**config.mk**
```make
export PLATFORM = sky130hd
export DESIGN_NAME = shift_add_mult_ctrl
export DESIGN_NICKNAME = d
export VERILOG_FILES = /design/src/rtl/shift_add_mult_ctrl_pkg.sv /design/src/rtl/shift_add_mult_ctrl_adder.sv /design/src/rtl/shift_add_mult_ctrl.sv
export SDC_FILE = /design/constraint.sdc
export NUM_CORES = 1
export LEC_CHECK = 0
export BUFFER_PORTS_ARGS = -buffer_cell sky130_fd_sc_hd__buf_4
export CORE_MARGIN = 5
export CORE_UTILIZATION = 64
export CTS_BUF_LIST = sky130_fd_sc_hd__clkbuf_8
export DETAILED_ROUTE_END_ITERATION = 16
export PLACE_DENSITY = 0.94
export SLEW_MARGIN = 5
export SYNTH_ARGS = -nofsm -noshare
export SYNTH_HDL_FRONTEND = slang
export SYNTH_HIERARCHICAL = 1
export SYNTH_SLANG_ARGS = --single-unit
```
**constraint.sdc**
```tcl
create_clock -name clk -period 10.49 [get_ports clk]
set_clock_uncertainty 0.1 [all_clocks]
set_input_delay 1.049 -clock clk [delete_from_list [all_inputs] [get_ports clk]]
set_output_delay 1.049 -clock clk [all_outputs]
set_load 0.05 [all_outputs]
```
**src/rtl/shift_add_mult_ctrl_pkg.sv**
```systemverilog
// Shared definitions for the shift-and-add multiplier: operand width,
// iteration count and FSM state encodings.
package shift_add_mult_ctrl_pkg;

    localparam int WIDTH      = 32;
    localparam int CNT_W      = 5;
    localparam int MULT_ITERS = 32;

    typedef enum logic [1:0] {
        IDLE = 2'd0,
        RUN  = 2'd1,
        DONE = 2'd2
    } mult_state_e;

endpackage

```
**src/rtl/shift_add_mult_ctrl_adder.sv**
```systemverilog
// 32-bit ripple-style adder shared by the multiplier datapath; one pass per
// multiplier bit.
module thirtytwobitadder (
    input  logic [31:0] a,
    input  logic [31:0] b,
    input  logic        cin,
    output logic [31:0] sum,
    output logic        cout
);

    assign {cout, sum} = {1'b0, a} + {1'b0, b} + {32'b0, cin};

endmodule

```
**src/rtl/shift_add_mult_ctrl.sv**
```systemverilog
// Sequential 32x32 unsigned shift-and-add multiplier controller (IDLE/RUN/DONE).
// Optional feature macro: ZERO_BYPASS_EN (zero operand skips straight to DONE).
module shift_add_mult_ctrl
    import shift_add_mult_ctrl_pkg::*;
(
    input  logic               clk,
    input  logic               reset,
    input  logic               start,
    input  logic [WIDTH-1:0]   a,
    input  logic [WIDTH-1:0]   b,
    output logic               busy,
    output logic               done,
    output logic [2*WIDTH-1:0] product,
    output logic [1:0]         dbg_state
);

    // Handshake: start is sampled only in IDLE or DONE; busy is high for the
    // 32 RUN cycles; done is a one-cycle pulse and product holds until the
    // next accepted start.
    localparam logic [CNT_W-1:0] LAST_ITER = CNT_W'(MULT_ITERS - 1);

    mult_state_e          state;
    logic [WIDTH-1:0]     mcand;
    logic [2*WIDTH-1:0]   acc;
    logic [CNT_W-1:0]     count;

    logic [WIDTH-1:0]     addend;
    logic [WIDTH-1:0]     sum;
    logic                 cout;
    logic [2*WIDTH-1:0]   acc_next;

    assign addend   = acc[0] ? mcand : '0;
    // Carry-out lands in bit 63 so the shifted accumulator never loses a bit.
    assign acc_next = {cout, sum, acc[WIDTH-1:1]};
    assign dbg_state = state;

    thirtytwobitadder u_adder (
        .a    (acc[2*WIDTH-1:WIDTH]),
        .b    (addend),
        .cin  (1'b0),
        .sum  (sum),
        .cout (cout)
    );

    always_ff @(posedge clk or posedge reset) begin
        if (reset) begin
            state   <= IDLE;
            busy    <= 1'b0;
            done    <= 1'b0;
            product <= '0;
            count   <= '0;
            mcand   <= '0;
            acc     <= '0;
        end else begin
            case (state)
                IDLE, DONE: begin
                    done <= 1'b0;
                    if (start) begin
`ifdef ZERO_BYPASS_EN
                        if (a == '0 || b == '0) begin
                            state   <= DONE;
                            done    <= 1'b1;
                            product <= '0;
                        end else begin
                            mcand <= a;
                            acc   <= {{WIDTH{1'b0}}, b};
                            count <= '0;
                            busy  <= 1'b1;
                            state <= RUN;
                        end
`else
                        mcand <= a;
                        acc   <= {{WIDTH{1'b0}}, b};
                        count <= '0;
                        busy  <= 1'b1;
                        state <= RUN;
`endif
                    end else begin
                        state <= IDLE;
                    end
                end
                RUN: begin
                    acc   <= acc_next;
                    count <= count + 1'b1;
                    if (count == LAST_ITER) begin
                        product <= acc_next;
                        busy    <= 1'b0;
                        done    <= 1'b1;
                        state   <= DONE;
                    end
                end
                default: begin
                    state <= IDLE;
                    busy  <= 1'b0;
                    done  <= 1'b0;
                end
            endcase
        end
    end

endmodule

```
==> results.md, run 1 <==
- WL final: 21.4 mm
- Post-route ant nets: 0
- Grt ovf: 0
- Hpwl dp: 14.1 mm
- Die Wd: ~130 µm
- Slew margin rel.: roughly 22%
- Clk sinks: about 170
- Placed inst area: slightly below 10,000 µm²
- Status: finished clean
- Core area: 13,200 µm²
- Vias per cell: a little over 6
- Final Cell Area: between 10,000 and 15,000 µm²
- Syn avg cell area: about 11 µm²
- Sequential area share after synthesis: 49.0%
- Worst EP required: 10,750 ps
- Largest net degree at the start of global routing: approximately 120
- PD cells: ~370 nW/µm²
- Fin nets: around 1,000
- Wl on met1: a little under 9 mm
- Metal3 WL: roughly 1.2 mm
- Hold_ws: approximately 380 ps
- Pwr Total: roughly 3.7 mW
- Tightest Pin Transition: ~1200 ps
- Mapped Nets: ~900
- Ant. Diodes: 0
- Crit path arrival time: between 4000 and 5000 ps
- Post-CTS Setup Bufs: 0
- Metal2 WL: 10.6 mm
- # port buffers: between 100 and 150
- Global-route wire length before repair: 34.5 mm
- Fin crit period: just over 4000 ps
- DR top layer: met4
- Cell Count, Final, Fillers Out: between 1,000 and 1,500
- GRT Util Overall: a little over a quarter
- Period utilization: 39.2%
- Max stage delay cell, worst path: dfrtp_1
- DRT iter0 DRCs: between 600 and 700
- HP Start: mcand[0]
- Setup_tns: 0 ps
- Yosys reg bits: between 150 and 200
- Number of setup violations in the final report: 0
- CP peak stage delay: approximately 730 ps
- Layout area overhead: 17.4%
- Async set or reset register ratio after synthesis: between 90% and 100%
- Cell Area, Synth: approximately 8600 µm²
- Clock slew at reported path FFs: ~90 ps
- Vias in the first global route: 6,716
- Hold Buf Count CTS: 0
- Total I/O pin count: between 100 and 150
- Crit. End Element: flip-flop
- CTS Buf Count: 17
- Slew Viols, Final: 0
- Placed Instances: between 1,000 and 1,500
- Global placement routability congestion: just under 0.9
- Commonest cells after routing, fill and taps aside: 168 x dfrtp_1, 155 x nand2_1, 140 x buf_4, 49 x mux2_4, 40 x nand3_1
- Drt wl/cell: ~20 µm
- Vias: 6,675
- Kind of start point of the critical path: flip-flop
- Max clock buf depth: 2
- Final hold violation count: 0
- Worst-Skew Late Latency: ~470 ps
- Max cap viols: 0
- Post-CTS Resized: 0
- Worst hold path class: flip-flop to flip-flop
- Worst-path fanout max: 33
- Cells along the critical path: and2_1 > fa_1 > fa_1 > a211oi_1 > o21bai_2 > o2111ai_2 > a211oi_2 > o21ai_0 > o21ai_0 > xor2_1 > mux2_4
- Initial antenna violation count: 0
- Unrepaired setup endpoints after global routing: no
- Static Leak: 5.21 nW
- Layout cell share with drive strength beyond 1: between 20% and 30%
- Max Fclk: approximately 240 MHz
- Detailed Routing Iterations Pass 1: 7
- Synth warn: 6
- Post-route setup slack: about 6400 ps
- Post-synth EDFFs: 0
- Synth Instances: 792
- Post-placement setup slack: about 6500 ps
- Netlist cell types: 60
- CTS tree: built
- Crit path kind: flip-flop to flip-flop
- Most common cell after layout, fill and taps aside: dfrtp_1
- Die Span Y: 126 µm
- Reg-to-reg startpoint: acc[0]
- Primary FF master, synth: dfrtp_1
- DRC Markers: 0
- Peak VDD IR: between 0.2 and 0.25 mV
- CTS root buffer: clkbuf_8
- Row count: 42
- CTS H-tree depth: 4
- Finished Core Util: roughly three quarters
- Die Area: between 15,000 and 20,000 µm²
- Initial Utilization: 65.0%
- Worst Setup SP: acc[0]
## cell usage after synthesis (all sizes together) (19+ instances only)
cell type	n	share of area, %
and2	33	2.4
nand3	40	2.3
nor2	19	0.86
a22oi	32	2.8
buf	29	2.1
a22o	34	3.5
ha	33	4.8
mux2	65	11
a21oi	31	1.8
o21ai	20	1.2
nand2	158	7.0
dfrtp	168	49
## cell families (layout without fill, tap and decap cells)
| group | count (synthesis) | in the layout | share of synthesized area [%] |
|---|---|---|---|
| muxes | 67 | 67 | 10.9 |
| adders and majority gates | 35 | 35 | 5.28 |
| other | 1 | 1 | 0.0437 |
| and+or+nand+nor | 275 | 275 | 14.6 |
| AOI/OAI and AO/OA | 166 | 166 | 14.1 |
| buffers and inverters | 52 | 179 | 3.12 |
| DFF | 168 | 168 | 49.0 |
| xor gates and xnor gates | 28 | 28 | 2.86 |
## per-layer routing
| metal | GRT usage (%) | vias up |
|---|---|---|
| met5 | 0 | - |
| met4 | 10.2 | 0 |
| met3 | 6.77 | 64 |
| met2 | 44.5 | 273 |
| met1 | 34.6 | 3302 |
| li1 | - | 3036 |
## report_power, final
group,switching [mW],internal (mW)
clock network,0.244,0.258
registers,0.236,0.962
logic,1.22,0.802
## path summary, 6_finish.rpt
kind	end	slack, ps	cells after the start
max	product[61]	6380	11
max reg2reg	product[61]	6380	11
min reg2reg	mcand[0]	380	2
min in group asynchronous	acc[20]	720	2
max in group asynchronous	acc[51]	8300	3
min	mcand[0]	380	2
## area by class of cell
class                      count  area [µm²]
inverter                       7        31.3
sequential                   168        4200
clock inverter                12         164
fill                         832        3120
tap                          176         220
timing repair buffer         140        1050
clock buffer                  20         275
multi-input combinational    572        4130
## state kept, by name, summed over array words and instances (netlist names)
register	flops
busy	1
dbg_state	2
acc	64
count	5
product	64
mcand	32
## worst max-delay path: cells and delay by family (launching register included)
| kind | cells | cell delay, ps |
|---|---|---|
| adder cells (fa/ha/maj) | 2 | 880 |
| AND/OR/NAND/NOR | 1 | 360 |
| multiplexers | 1 | 280 |
| flip-flops | 1 | 730 |
| XOR/XNOR | 1 | 190 |
| AO/OA/AOI/OAI | 6 | 1470 |
Power figures use the tool's default switching activity.
==> run 2, diff against run 1 <==
Settings changed: ABC_AREA from default to 1, CORE_UTILIZATION 64 to 54, PLACE_DENSITY 0.94 to 0.84.
Clock period 10.49 ns to 3.75 ns, I/O delays scaled along.
==> run 2 against run 1 <==
Setup slack got worse by 5200 ps; largest cell class unchanged; total power increased to 2.9 times the previous value; largest power group unchanged; critical path depth increased by 4; global-route usage decreased by 2.3 points; highest routed layer unchanged; wire length increased by 14%.
==> results.md, run 2 <==
- Peak VDD IR: 0.469 mV (was 0.239 mV)
- Synth warn: 6 (unchanged)
- Tightest Pin Transition: 783 ps (was 1170 ps)
- WL final: 24.4 mm (was 21.4 mm)
- Crit. End Element: flip-flop (unchanged)
- Mapped Nets: 1,460 (was 894)
- Post-CTS Resized: 0 (unchanged)
- # port buffers: 134 (unchanged)
- Syn avg cell area: 6.94 µm² (was 10.8 µm²)
- GRT Util Overall: 24.6% (was 26.9%)
- Sequential power share: 30.1% (was 32.2%)
- Yosys reg bits: 168 (unchanged)
- CTS Buf Count: 17 (unchanged)
- Max cap viols: 0 (unchanged)
- Grt ovf: 0 (unchanged)
- R2r endpoint: acc[59] (was product[61])
- Total I/O pin count: 135 (unchanged)
- Leading area contributor after synthesis: dfrtp_1 (unchanged)
- Reg-to-reg startpoint: acc[0] (unchanged)
- Primary FF master, synth: dfrtp_1 (unchanged)
- Cell Count, Final, Fillers Out: 1,750 (was 1,095)
- Multi-input gate area: 4040 µm² (was 4130 µm²)
- Largest net degree at the start of global routing: 64 (was 116)
- Hold Path End: mcand[24] (was mcand[0])
- CTS root buffer: clkbuf_8 (unchanged)
- Max Fclk: 384 MHz (was 243 MHz)
- Sequential area share after synthesis: 44.6% (was 49.0%)
- Largest regs: acc x64, product x64, mcand x32 (unchanged)
- Count leader, synth: nand2_1 (was dfrtp_1)
- Status: finished clean (unchanged)
- Fin crit period: 2610 ps (was 4110 ps)
- Worst hold path class: input pin to flip-flop (was flip-flop to flip-flop)
- DRC Markers: 0 (unchanged)
- Detailed Routing Iterations Pass 1: 7 (unchanged)
- DRT iter0 DRCs: 702 (was 633)
- Vias: 8,526 (was 6,675)
- Synth top area cells: dfrtp_1 45%, nand2_1 26%, inv_1 9.9%, ha_1 4.4%, o22ai_1 2.1% (was dfrtp_1 49%, mux2_4 8.6%, nand2_1 6.8%, ha_1 4.8%, a22o_1 3.5%)
- Period utilization: 69.5% (was 39.2%)
- Max clock buf depth: 2 (unchanged)
- Clock Power Share: 12.6% (was 13.5%)
- Worst EP required: 4050 ps (was 10,750 ps)
- Final hold violation count: 0 (unchanged)
- Die Area: 20,200 µm² (was 15,800 µm²)
- Post-route ant nets: 0 (unchanged)
- Unrepaired setup endpoints after global routing: no (unchanged)
- Global placement routability congestion: 0.915 (was 0.878)
- Worst-path fanout max: 4 (was 33)
- Slew Viols, Final: 0 (unchanged)
- Die Span Y: 142 µm (was 126 µm)
- Fin nets: 1,614 (was 1,008)
- Commonest cells after routing, fill and taps aside: 662 x nand2_1, 248 x inv_1, 168 x dfrtp_1, 141 x buf_4, 40 x nor2_1 (was 168 x dfrtp_1, 155 x nand2_1, 140 x buf_4, 49 x mux2_4, 40 x nand3_1)
- Hold depth: 3 (was 2)
- Core area: 17,200 µm² (was 13,200 µm²)
- Worst Setup SP: acc[0] (unchanged)
- Cell Area, Synth: 9420 µm² (was 8580 µm²)
- Most common cell after layout, fill and taps aside: nand2_1 (was dfrtp_1)
- HP Start: a[24] (was mcand[0])
- Layout area overhead: 20.2% (was 17.4%)
- Crit path kind: flip-flop to flip-flop (unchanged)
- Top-area cell type share of the netlist area: 44.6% (was 49.0%)
- Clk sinks: 168 (unchanged)
- Kind of start point of the critical path: flip-flop (unchanged)
- Slew margin rel.: 47.6% (was 22.1%)
- Int Pwr: 5.24 mW (was 2.02 mW)
- Synth Instances: 1,358 (was 792)
- Placed Instances: 1,686 (was 1,063)
- Row count: 48 (was 42)
- CTS tree: built (unchanged)
- CTS H-tree depth: 4 (unchanged)
- Post-synth top cells: 662 x nand2_1, 249 x inv_1, 168 x dfrtp_1 (was 168 x dfrtp_1, 155 x nand2_1, 49 x mux2_4)
- Switch share: 51.8% (was 45.7%)
- Number of setup violations in the final report: 0 (unchanged)
- Hpwl dp: 17.2 mm (was 14.1 mm)
- Crit path arrival time: 2910 ps (was 4370 ps)
- Vias in the first global route: 8,351 (was 6,716)
- Static Leak: 6.87 nW (was 5.21 nW)
- Global-route wire length before repair: 40.3 mm (was 34.5 mm)
- Layout cell share with drive strength beyond 1: 12.7% (was 27.6%)
- Initial Utilization: 54.8% (was 65.0%)
- Post-synth EDFFs: 0 (unchanged)
- Drt wl/cell: 13.9 µm (was 19.6 µm)
- PD cells: 961 nW/µm² (was 370 nW/µm²)
- Ant. Diodes: 0 (unchanged)
- Clock slew at reported path FFs: 100 ps (was 90 ps)
- Reg2Reg Setup Slack: 1140 ps (was 6380 ps)
- Initial antenna violation count: 0 (unchanged)
- Worst-Skew Late Latency: 490 ps (was 470 ps)
- Comb pwr share: 57.3% (was 54.3%)
- Vias per cell: 4.87 (was 6.10)
- Cells on worst reg2reg path: 15 (was 11)
- Die Wd: 142 µm (was 126 µm)
- Seq. cell area: 4200 µm² (unchanged)
- Async set or reset register ratio after synthesis: 100% (unchanged)
- Setup_tns: 0 ps (unchanged)
- Netlist cell types: 30 (was 60)
- Layout fillers: 1,519 (was 832)
- NetSw: 5.64 mW (was 1.70 mW)
[run 2: cell count changes in the layout (fill, tap and decap cells not counted), moves of 14 or more]
cell / before / now
a21o_1: 15 / 1
and2_1: 33 / 0
a22oi_1: 32 / 0
nand2_1: 155 / 662
inv_1: 6 / 248
a22o_1: 34 / 0
o22ai_1: 0 / 32
nor2_1: 18 / 40
mux2_2: 16 / 0
xnor2_1: 14 / 0
mux2_4: 49 / 0
dlygate4sd3_1: 0 / 32
[run 2: how the worst max path moves through the flow]
| stage | endpoint | cells after the start | slack, ps |
|---|---|---|---|
| floorplan | acc[0] | 1 | 1130 |
| global placement | product[51] | 16 | 1210 |
| detailed placement | acc[59] | 15 | 1160 |
| CTS | acc[51] | 15 | 1130 |
| global route | product[55] | 14 | 910 |
| finish | acc[59] | 15 | 1140 |
[run 2: layout make-up]
class	instances	area share, %
clock buffers	17	2.07
clock inverters	15	1.70
inverters	252	8.39
multi-input cells	898	35.7
flip-flops and latches	168	37.1
well taps	225	2.49
repair buffers	175	12.5
[run 2: layer usage]
metal	share of wire (%)	vias up	track usage, %
met1	45	3970	33.6
met2	49	198	41.1
li1	-	4335	-
met5	0	-	0
met4	1.6	0	6.41
met3	4.6	23	3.97
[run 2: through the flow]
step                util [%]  cell area, µm²  worst slack [ps]  power (mW)  hold slack, ps
floorplan                  -            9420              1130        7.79             348
global placement        61.6           10600              1210        9.31             361
detailed placement      61.6           10600              1160        9.47             364
CTS                     65.9           11300              1130        10.9            6.31
global route            65.9           11300               913        11.8            29.1
finish                  65.9           11300              1140        10.9            32.2
[run 2: logic make-up after synthesis]
logic type	Yosys count	share of synthesized area, %
flip-flops	168	44.6
XOR/XNOR	15	1.40
adder cells (fa/ha/maj)	35	4.81
AO/OA/AOI/OAI	91	5.31
buffers and inverters	292	12.5
other	1	0.0398
AND/OR/NAND/NOR	756	31.3
[run 2: worst max-delay path, stage by stage (launching register included)]
cell and delay [ps]:
dfrtp_1 390, nand2_1 70, inv_1 50, fa_1 450
fa_1 460, nand3_1 110, nand3_1 100, nand2_1 90
nand2_2 90, nand2_1 90, nand2_2 90, nand2_1 100
nand3_1 80, nand2_1 80, inv_1 50, o22ai_1 150
[run 2: timing repair]
item | 4_1_cts | 5_1_grt
hold buffers | 32 | 0
buffers inserted | 0 | 0
endpoints found under the hold margin | 59 | 0
[run 2: power by group through the flow]
| stage | Clock [mW] | Sequential (mW) | Combinational, mW |
|---|---|---|---|
| finish | 1.37 | 3.28 | 6.23 |
| global route | 1.45 | 3.39 | 6.92 |
| CTS | 1.39 | 3.27 | 6.24 |
| detailed placement | 0 | 3.29 | 6.18 |
| global placement | 0 | 3.27 | 6.04 |
| floorplan | 0 | 4.30 | 3.49 |
